## config.mk

```make
export PLATFORM = sky130hd
export DESIGN_NAME = ifid_skid_stage_flat
export DESIGN_NICKNAME = d
export VERILOG_FILES = /design/src/rtl/ifid_skid_stage_if.sv /design/src/rtl/ifid_skid_stage.sv /design/src/flat_wrapper.sv
export SDC_FILE = /design/constraint.sdc
export NUM_CORES = 1
export LEC_CHECK = 0
export BUFFER_PORTS_ARGS = -buffer_cell sky130_fd_sc_hd__buf_4
export CORE_MARGIN = 5
export CORE_UTILIZATION = 40
export CTS_BUF_LIST = sky130_fd_sc_hd__clkbuf_2 sky130_fd_sc_hd__clkbuf_4 sky130_fd_sc_hd__clkbuf_8
export DETAILED_ROUTE_END_ITERATION = 10
export PLACE_DENSITY = 0.72
export RECOVER_POWER = 25
export SYNTH_ARGS = -nofsm -noshare
export SYNTH_HDL_FRONTEND = slang
export SYNTH_SLANG_ARGS = --single-unit
```

## constraint.sdc

```tcl
create_clock -name clk -period 2 [get_ports clk]
set_input_delay 0.3 -clock clk [delete_from_list [all_inputs] [get_ports clk]]
set_output_delay 0.3 -clock clk [all_outputs]
set_load 0.01 [all_outputs]
```

## src/rtl/ifid_skid_stage_if.sv

```systemverilog
// IF/ID handshake bundle: fetch-side valid/ready, flush, and decode-side fields.
// Macro IFID_PCPLUS4_EN adds out_pcplus4 to the bundle.
interface ifid_skid_stage_if #(
   parameter int XLEN = 32
);
   logic            in_valid;
   logic            in_ready;
   logic [XLEN-1:0] in_instr;
   logic [XLEN-1:0] in_pc;
   logic            flush;
   logic            out_valid;
   logic            out_ready;
   logic [XLEN-1:0] out_instr;
   logic [XLEN-1:0] out_pc;
   logic [1:0]      out_immsrc;
   logic [4:0]      out_rd;
   logic [4:0]      out_rs1;
   logic [4:0]      out_rs2;
   logic            out_illegal;
`ifdef IFID_PCPLUS4_EN
   logic [XLEN-1:0] out_pcplus4;
`endif

   modport slave (
      input  in_valid, in_instr, in_pc, flush, out_ready,
      output in_ready, out_valid, out_instr, out_pc, out_immsrc,
             out_rd, out_rs1, out_rs2, out_illegal
`ifdef IFID_PCPLUS4_EN
      , output out_pcplus4
`endif
   );

   modport master (
      output in_valid, in_instr, in_pc, flush, out_ready,
      input  in_ready, out_valid, out_instr, out_pc, out_immsrc,
             out_rd, out_rs1, out_rs2, out_illegal
`ifdef IFID_PCPLUS4_EN
      , input out_pcplus4
`endif
   );
endinterface

```

## src/rtl/ifid_skid_stage.sv

```systemverilog
// IF/ID register with a 2-entry skid buffer and opcode pre-decode for the extend unit.
// Optional macro IFID_PCPLUS4_EN registers pc+4 alongside the pc.
module ifid_skid_stage #(
   parameter int              XLEN     = 32,
   parameter logic [XLEN-1:0] RESET_PC = '0
) (
   input logic                clk,
   input logic                rst_n,
   ifid_skid_stage_if.slave   bus
);

   localparam logic [XLEN-1:0] PC_STEP = XLEN'(4);

   // Returns {illegal, immsrc}; R-type is legal with a don't-care immsrc.
   function automatic logic [2:0] decode(input logic [6:0] opc);
      case (opc)
         7'b0000011, 7'b0010011, 7'b1100111: decode = 3'b000;
         7'b0100011:                         decode = 3'b001;
         7'b1100011:                         decode = 3'b010;
         7'b1101111:                         decode = 3'b011;
         7'b0110011:                         decode = 3'b000;
         default:                            decode = 3'b100;
      endcase
   endfunction

   logic            out_valid_q, out_valid_d;
   logic            skid_valid_q, skid_valid_d;
   logic [XLEN-1:0] out_instr_q, out_instr_d;
   logic [XLEN-1:0] out_pc_q, out_pc_d;
   logic [1:0]      out_immsrc_q, out_immsrc_d;
   logic            out_illegal_q, out_illegal_d;
   logic [XLEN-1:0] skid_instr_q, skid_instr_d;
   logic [XLEN-1:0] skid_pc_q, skid_pc_d;
`ifdef IFID_PCPLUS4_EN
   logic [XLEN-1:0] out_pcplus4_q, out_pcplus4_d;
   logic [XLEN-1:0] skid_pcplus4_q, skid_pcplus4_d;
`endif

   logic       accept;
   logic       consume;
   logic [2:0] in_dec;
   logic [2:0] skid_dec;

   assign accept   = bus.in_valid && !skid_valid_q;
   assign consume  = out_valid_q && bus.out_ready;
   assign in_dec   = decode(bus.in_instr[6:0]);
   assign skid_dec = decode(skid_instr_q[6:0]);

   always_comb begin
      out_valid_d    = out_valid_q;
      skid_valid_d   = skid_valid_q;
      out_instr_d    = out_instr_q;
      out_pc_d       = out_pc_q;
      out_immsrc_d   = out_immsrc_q;
      out_illegal_d  = out_illegal_q;
      skid_instr_d   = skid_instr_q;
      skid_pc_d      = skid_pc_q;
`ifdef IFID_PCPLUS4_EN
      out_pcplus4_d  = out_pcplus4_q;
      skid_pcplus4_d = skid_pcplus4_q;
`endif
      if (bus.flush) begin
         out_valid_d  = 1'b0;
         skid_valid_d = 1'b0;
      end else if (skid_valid_q) begin
         // in_ready is low here, so the only event is draining skid into out.
         if (consume) begin
            out_valid_d   = 1'b1;
            skid_valid_d  = 1'b0;
            out_instr_d   = skid_instr_q;
            out_pc_d      = skid_pc_q;
            out_immsrc_d  = skid_dec[1:0];
            out_illegal_d = skid_dec[2];
`ifdef IFID_PCPLUS4_EN
            out_pcplus4_d = skid_pcplus4_q;
`endif
         end
      end else if (accept) begin
         if (!out_valid_q || bus.out_ready) begin
            out_valid_d   = 1'b1;
            out_instr_d   = bus.in_instr;
            out_pc_d      = bus.in_pc;
            out_immsrc_d  = in_dec[1:0];
            out_illegal_d = in_dec[2];
`ifdef IFID_PCPLUS4_EN
            out_pcplus4_d = bus.in_pc + PC_STEP;
`endif
         end else begin
            skid_valid_d   = 1'b1;
            skid_instr_d   = bus.in_instr;
            skid_pc_d      = bus.in_pc;
`ifdef IFID_PCPLUS4_EN
            skid_pcplus4_d = bus.in_pc + PC_STEP;
`endif
         end
      end else if (consume) begin
         out_valid_d = 1'b0;
      end
   end

   always_ff @(posedge clk or negedge rst_n) begin
      if (!rst_n) begin
         out_valid_q    <= 1'b0;
         skid_valid_q   <= 1'b0;
         out_instr_q    <= '0;
         out_pc_q       <= RESET_PC;
         out_immsrc_q   <= 2'b00;
         out_illegal_q  <= 1'b0;
         skid_instr_q   <= '0;
         skid_pc_q      <= RESET_PC;
`ifdef IFID_PCPLUS4_EN
         out_pcplus4_q  <= RESET_PC + PC_STEP;
         skid_pcplus4_q <= RESET_PC + PC_STEP;
`endif
      end else begin
         out_valid_q    <= out_valid_d;
         skid_valid_q   <= skid_valid_d;
         out_instr_q    <= out_instr_d;
         out_pc_q       <= out_pc_d;
         out_immsrc_q   <= out_immsrc_d;
         out_illegal_q  <= out_illegal_d;
         skid_instr_q   <= skid_instr_d;
         skid_pc_q      <= skid_pc_d;
`ifdef IFID_PCPLUS4_EN
         out_pcplus4_q  <= out_pcplus4_d;
         skid_pcplus4_q <= skid_pcplus4_d;
`endif
      end
   end

   assign bus.in_ready    = !skid_valid_q;
   assign bus.out_valid   = out_valid_q;
   assign bus.out_instr   = out_instr_q;
   assign bus.out_pc      = out_pc_q;
   assign bus.out_immsrc  = out_immsrc_q;
   assign bus.out_illegal = out_illegal_q;
   assign bus.out_rd      = out_instr_q[11:7];
   assign bus.out_rs1     = out_instr_q[19:15];
   assign bus.out_rs2     = out_instr_q[24:20];
`ifdef IFID_PCPLUS4_EN
   assign bus.out_pcplus4 = out_pcplus4_q;
`endif

endmodule

```

## src/flat_wrapper.sv

```systemverilog
// flat-port wrapper written by rule: the top's interface ports become plain ports
module ifid_skid_stage_flat 
#(
   parameter int              XLEN     = 32,
   parameter logic [XLEN-1:0] RESET_PC = '0
)
  (clk, rst_n, bus_in_valid, bus_in_instr, bus_in_pc, bus_flush, bus_out_ready, bus_in_ready, bus_out_valid, bus_out_instr, bus_out_pc, bus_out_immsrc, bus_out_rd, bus_out_rs1, bus_out_rs2, bus_out_illegal);
  ifid_skid_stage_if #(.XLEN(XLEN)) bus_i ();
  input logic clk;
  input logic rst_n;
  input wire logic [$bits(bus_i.in_valid)-1:0] bus_in_valid;
  input wire logic [$bits(bus_i.in_instr)-1:0] bus_in_instr;
  input wire logic [$bits(bus_i.in_pc)-1:0] bus_in_pc;
  input wire logic [$bits(bus_i.flush)-1:0] bus_flush;
  input wire logic [$bits(bus_i.out_ready)-1:0] bus_out_ready;
  output wire logic [$bits(bus_i.in_ready)-1:0] bus_in_ready;
  output wire logic [$bits(bus_i.out_valid)-1:0] bus_out_valid;
  output wire logic [$bits(bus_i.out_instr)-1:0] bus_out_instr;
  output wire logic [$bits(bus_i.out_pc)-1:0] bus_out_pc;
  output wire logic [$bits(bus_i.out_immsrc)-1:0] bus_out_immsrc;
  output wire logic [$bits(bus_i.out_rd)-1:0] bus_out_rd;
  output wire logic [$bits(bus_i.out_rs1)-1:0] bus_out_rs1;
  output wire logic [$bits(bus_i.out_rs2)-1:0] bus_out_rs2;
  output wire logic [$bits(bus_i.out_illegal)-1:0] bus_out_illegal;
  assign bus_i.in_valid = bus_in_valid;
  assign bus_i.in_instr = bus_in_instr;
  assign bus_i.in_pc = bus_in_pc;
  assign bus_i.flush = bus_flush;
  assign bus_i.out_ready = bus_out_ready;
  assign bus_in_ready = bus_i.in_ready;
  assign bus_out_valid = bus_i.out_valid;
  assign bus_out_instr = bus_i.out_instr;
  assign bus_out_pc = bus_i.out_pc;
  assign bus_out_immsrc = bus_i.out_immsrc;
  assign bus_out_rd = bus_i.out_rd;
  assign bus_out_rs1 = bus_i.out_rs1;
  assign bus_out_rs2 = bus_i.out_rs2;
  assign bus_out_illegal = bus_i.out_illegal;
  ifid_skid_stage #(.XLEN(XLEN), .RESET_PC(RESET_PC)) u_core (.clk(clk), .rst_n(rst_n), .bus(bus_i));
endmodule
```

==> key figures <==
Power and ir drop
  – Leak pwr: 3.26 nW
  – Max IR drop VDD: 0.000405 V
  – Power Density: 1030 mW/mm^2

Critical path
  – Worst setup SP type: flop
  – Required time of the critical path: 2.31 ns
  – CP Capture Type: flop
  – Arr. time, crit path: 2.18 ns
  – Minimum setup slack among reg-to-reg paths: 0.13 ns
  – Critical path class: reg2reg
  – CP Max Fanout: 37

Yosys
  – XOR/XNOR Fraction of Synth Area: 0.00302
  – Register area share after synthesis: 0.573
  – Synth Instances: 472
  – Register bit total from synthesis: 133
  – Largest family of logic cells by synthesized area: multiplexers
  – Post-Synth Simple-Gate Area: 0.0621
  – Yosys top cell by area: dfrtp_1
  – Syn nets: 541
  – Synth top area share: 0.573
  – Dominant cells by area after synthesis: dfrtp_1 57%, mux2_2 12%, mux2i_1 11%, a21oi_1 5.9%, nor2_1 4.3%
  – Post-Syn Area: 0.00580 mm^2
  – Synth Area in Adders: 0
  – Post-synthesis mux area share: 0.236
  – Ys Warns: 0
  – Yosys cell types: 29
  – Compound-Gate Fraction of Synth Area: 0.0724
  – Syn_area_per_cell: 12.3 um^2

Placement
  – Post-DP HPWL: 8640 um
  – Port Buffers: 152
  – Post-Place Worst Slack: 0.0733 ns
  – Area after DPL: 0.00703 mm^2
  – GP Congestion: 0.736

Detailed routing
  – Detail Route Antenna Nets: 0
  – Vias/cell: 4.99
  – DRC viols: 0
  – DRT Pass-1 Iters: 4
  – Via count: 4029
  – Drt wl/cell: 15.9 um
  – Final WL: 12900 um
  – DRT iter0 DRCs: 136

Global routing
  – GR Util met2: 0.242
  – First-pass GRT wire length: 20300 um
  – Tot GR Track Use: 0.152
  – Top Usage Layer GRT: met2
  – Initial antenna violation count: 0
  – Largest net degree at the start of global routing: 134
  – Met1 Use GR: 0.194
  – Gr ovfl total: 0
  – Met3 track demand over resource: 0.0516
  – Vias in the first global route: 4198

Clock network
  – Root buffer cell: clkbuf_8
  – CTS sink cnt: 133
  – CTS tree: built
  – Worst skew pair latency: 0.43 ns
  – H-tree Lvls: 4
  – Clock slew at reported path FFs: 0.07 ns
  – CTS Buf Count: 17
  – Clock Path Buffers: 2

Cells and area
  – FF+latch area: 0.00333 mm^2
  – Layout cells sized above 1: 0.421
  – Footprint of the multi-input gates: 0.00218 mm^2
  – Commonest non-fill, non-tap cell in the layout: buf_4
  – Final nets: 682
  – Commonest cells after routing, fill and taps aside: 156 x buf_4, 132 x dfrtp_1, 68 x a21oi_1
  – # fillers: 1274
  – Ant. Diodes: 0
  – Fin area: 0.00744 mm^2
  – Syn-to-layout area delta: 28.1%

STA
  – Post-layout minimum cycle time: 1.87 ns
  – Count of final hold-check violations: 0
  – Fin Clk Skew: 0.00847 ns
  – Total negative slack: 0 ns
  – Max Clk Rate: 535 MHz
  – Final setup vio count: 0
  – Final Worst Setup Slack: 0.130 ns
  – Slew headroom: 0.204
  – Worst slew pin tran: 1.19 ns
  – RSZ-0062 raised after global routing: no
  – Crit share post-route: 0.935
  – Max-slew violation count: 0

Floorplan
  – Core area: 0.0144 mm^2
  – Die width: 130 um
  – Initial core utilization: 0.404
  – Row count: 44
  – Die Ht: 130 um
  – Die area: 0.0170 mm^2
  – I/O pin cnt: 153

Min path
  – Min-delay worst type: in2reg

Flow run
  – Max Cap Violations: 0

Status
  – Outcome: finished, final reports clean
area by class of cell:
cell class / count / share of cell area
clock buffer: 25 / 0.0421
clock inverter: 5 / 0.00673
inverter: 4 / 0.00202
multi-input combinational: 291 / 0.293
sequential: 133 / 0.448
tap: 184 / 0.0310
timing repair buffer: 166 / 0.177
synthesized netlist by cell type, drive strengths merged:
library cell  number
a211oi             2
a21oi             68
a221oi             1
a31o               1
a31oi              2
and3               1
buf               41
clkbuf             3
dfrtp            133
inv                4
mux2              63
mux2i             66
nand2              4
nand2b             2
nand3              2
nand3b             1
nand4              1
nor2              66
nor2b              2
nor4b              1
o211ai             1
o21ai              2
or3                2
or4                1
xnor2              1
xor2               1
registers in the layout, indices dropped and copies added, names as in the netlist:
| register | count |
|---|---|
| u_core.bus.out_valid | 1 |
| u_core.bus.out_pc | 32 |
| u_core.bus.out_instr | 32 |
| u_core.skid_instr_q | 32 |
| u_core.bus.out_immsrc | 2 |
| u_core.skid_valid_q | 1 |
| u_core.skid_pc_q | 32 |
| u_core.bus.out_illegal | 1 |
layer usage:
| metal | routed length (um) | part of all wire |
|---|---|---|
| met5 | 0 | 0 |
| met2 | 6050 | 0.47 |
| met3 | 924 | 0.072 |
| met1 | 5720 | 0.44 |
| met4 | 197 | 0.015 |
worst max-delay path: stages (launching register included):
cell,delay (ns)
dfrtp_4,0.50
nand2b_4,0.18
nor4b_4,0.41
buf_12,0.28
mux2_2,0.36
power by group:
part	total [mW]	internal (mW)	switching, mW	leakage (nW)
combinational	1.82	1.03	0.795	1.52
sequential	3.72	3.33	0.390	1.55
clock	2.08	1.13	0.948	0.197
total	7.62	5.49	2.13	3.26
stage by stage:
stage	hold slack [ns]	power, mW	util	cells
2_1_floorplan	0.00441	4.73	-	472
3_3_place_gp	0.466	5.52	0.489	774
3_5_place_dp	0.482	5.62	0.489	774
4_1_cts	0.0646	7.73	0.515	805
5_1_grt	0.0629	8.10	0.518	808
6_report	0.112	7.62	0.518	808
cells by family after synthesis:
family,after synthesis
and+or+nand+nor,83
buffers and inverters,48
muxes,129
xor gates and xnor gates,2
DFF,133
AOI/OAI and AO/OA,77
path summary, 6_finish.rpt:
kind / start / endpoint / cells past startpoint
worst max register to register: u_core.skid_valid_q / u_core.skid_pc_q[29] / 4
worst min-delay path: bus_in_pc[31] / u_core.skid_pc_q[31] / 2
max in group asynchronous: rst_n / u_core.skid_valid_q / 3
worst max-delay path: u_core.skid_valid_q / u_core.skid_pc_q[29] / 4
min in group asynchronous: rst_n / u_core.bus.out_instr[19] / 3
worst min register to register: u_core.skid_instr_q[11] / u_core.skid_instr_q[11] / 1
timing repair:
| item | CTS | global route |
|---|---|---|
| hold buffers | 1 | 0 |
| setup endpoints to repair | 0 | 41 |
| hold endpoints to repair | 1 | 0 |
| resized for setup | 0 | 3 |
| setup buffers | 0 | 2 |
Note: power is estimated with default switching activity, not from simulation.
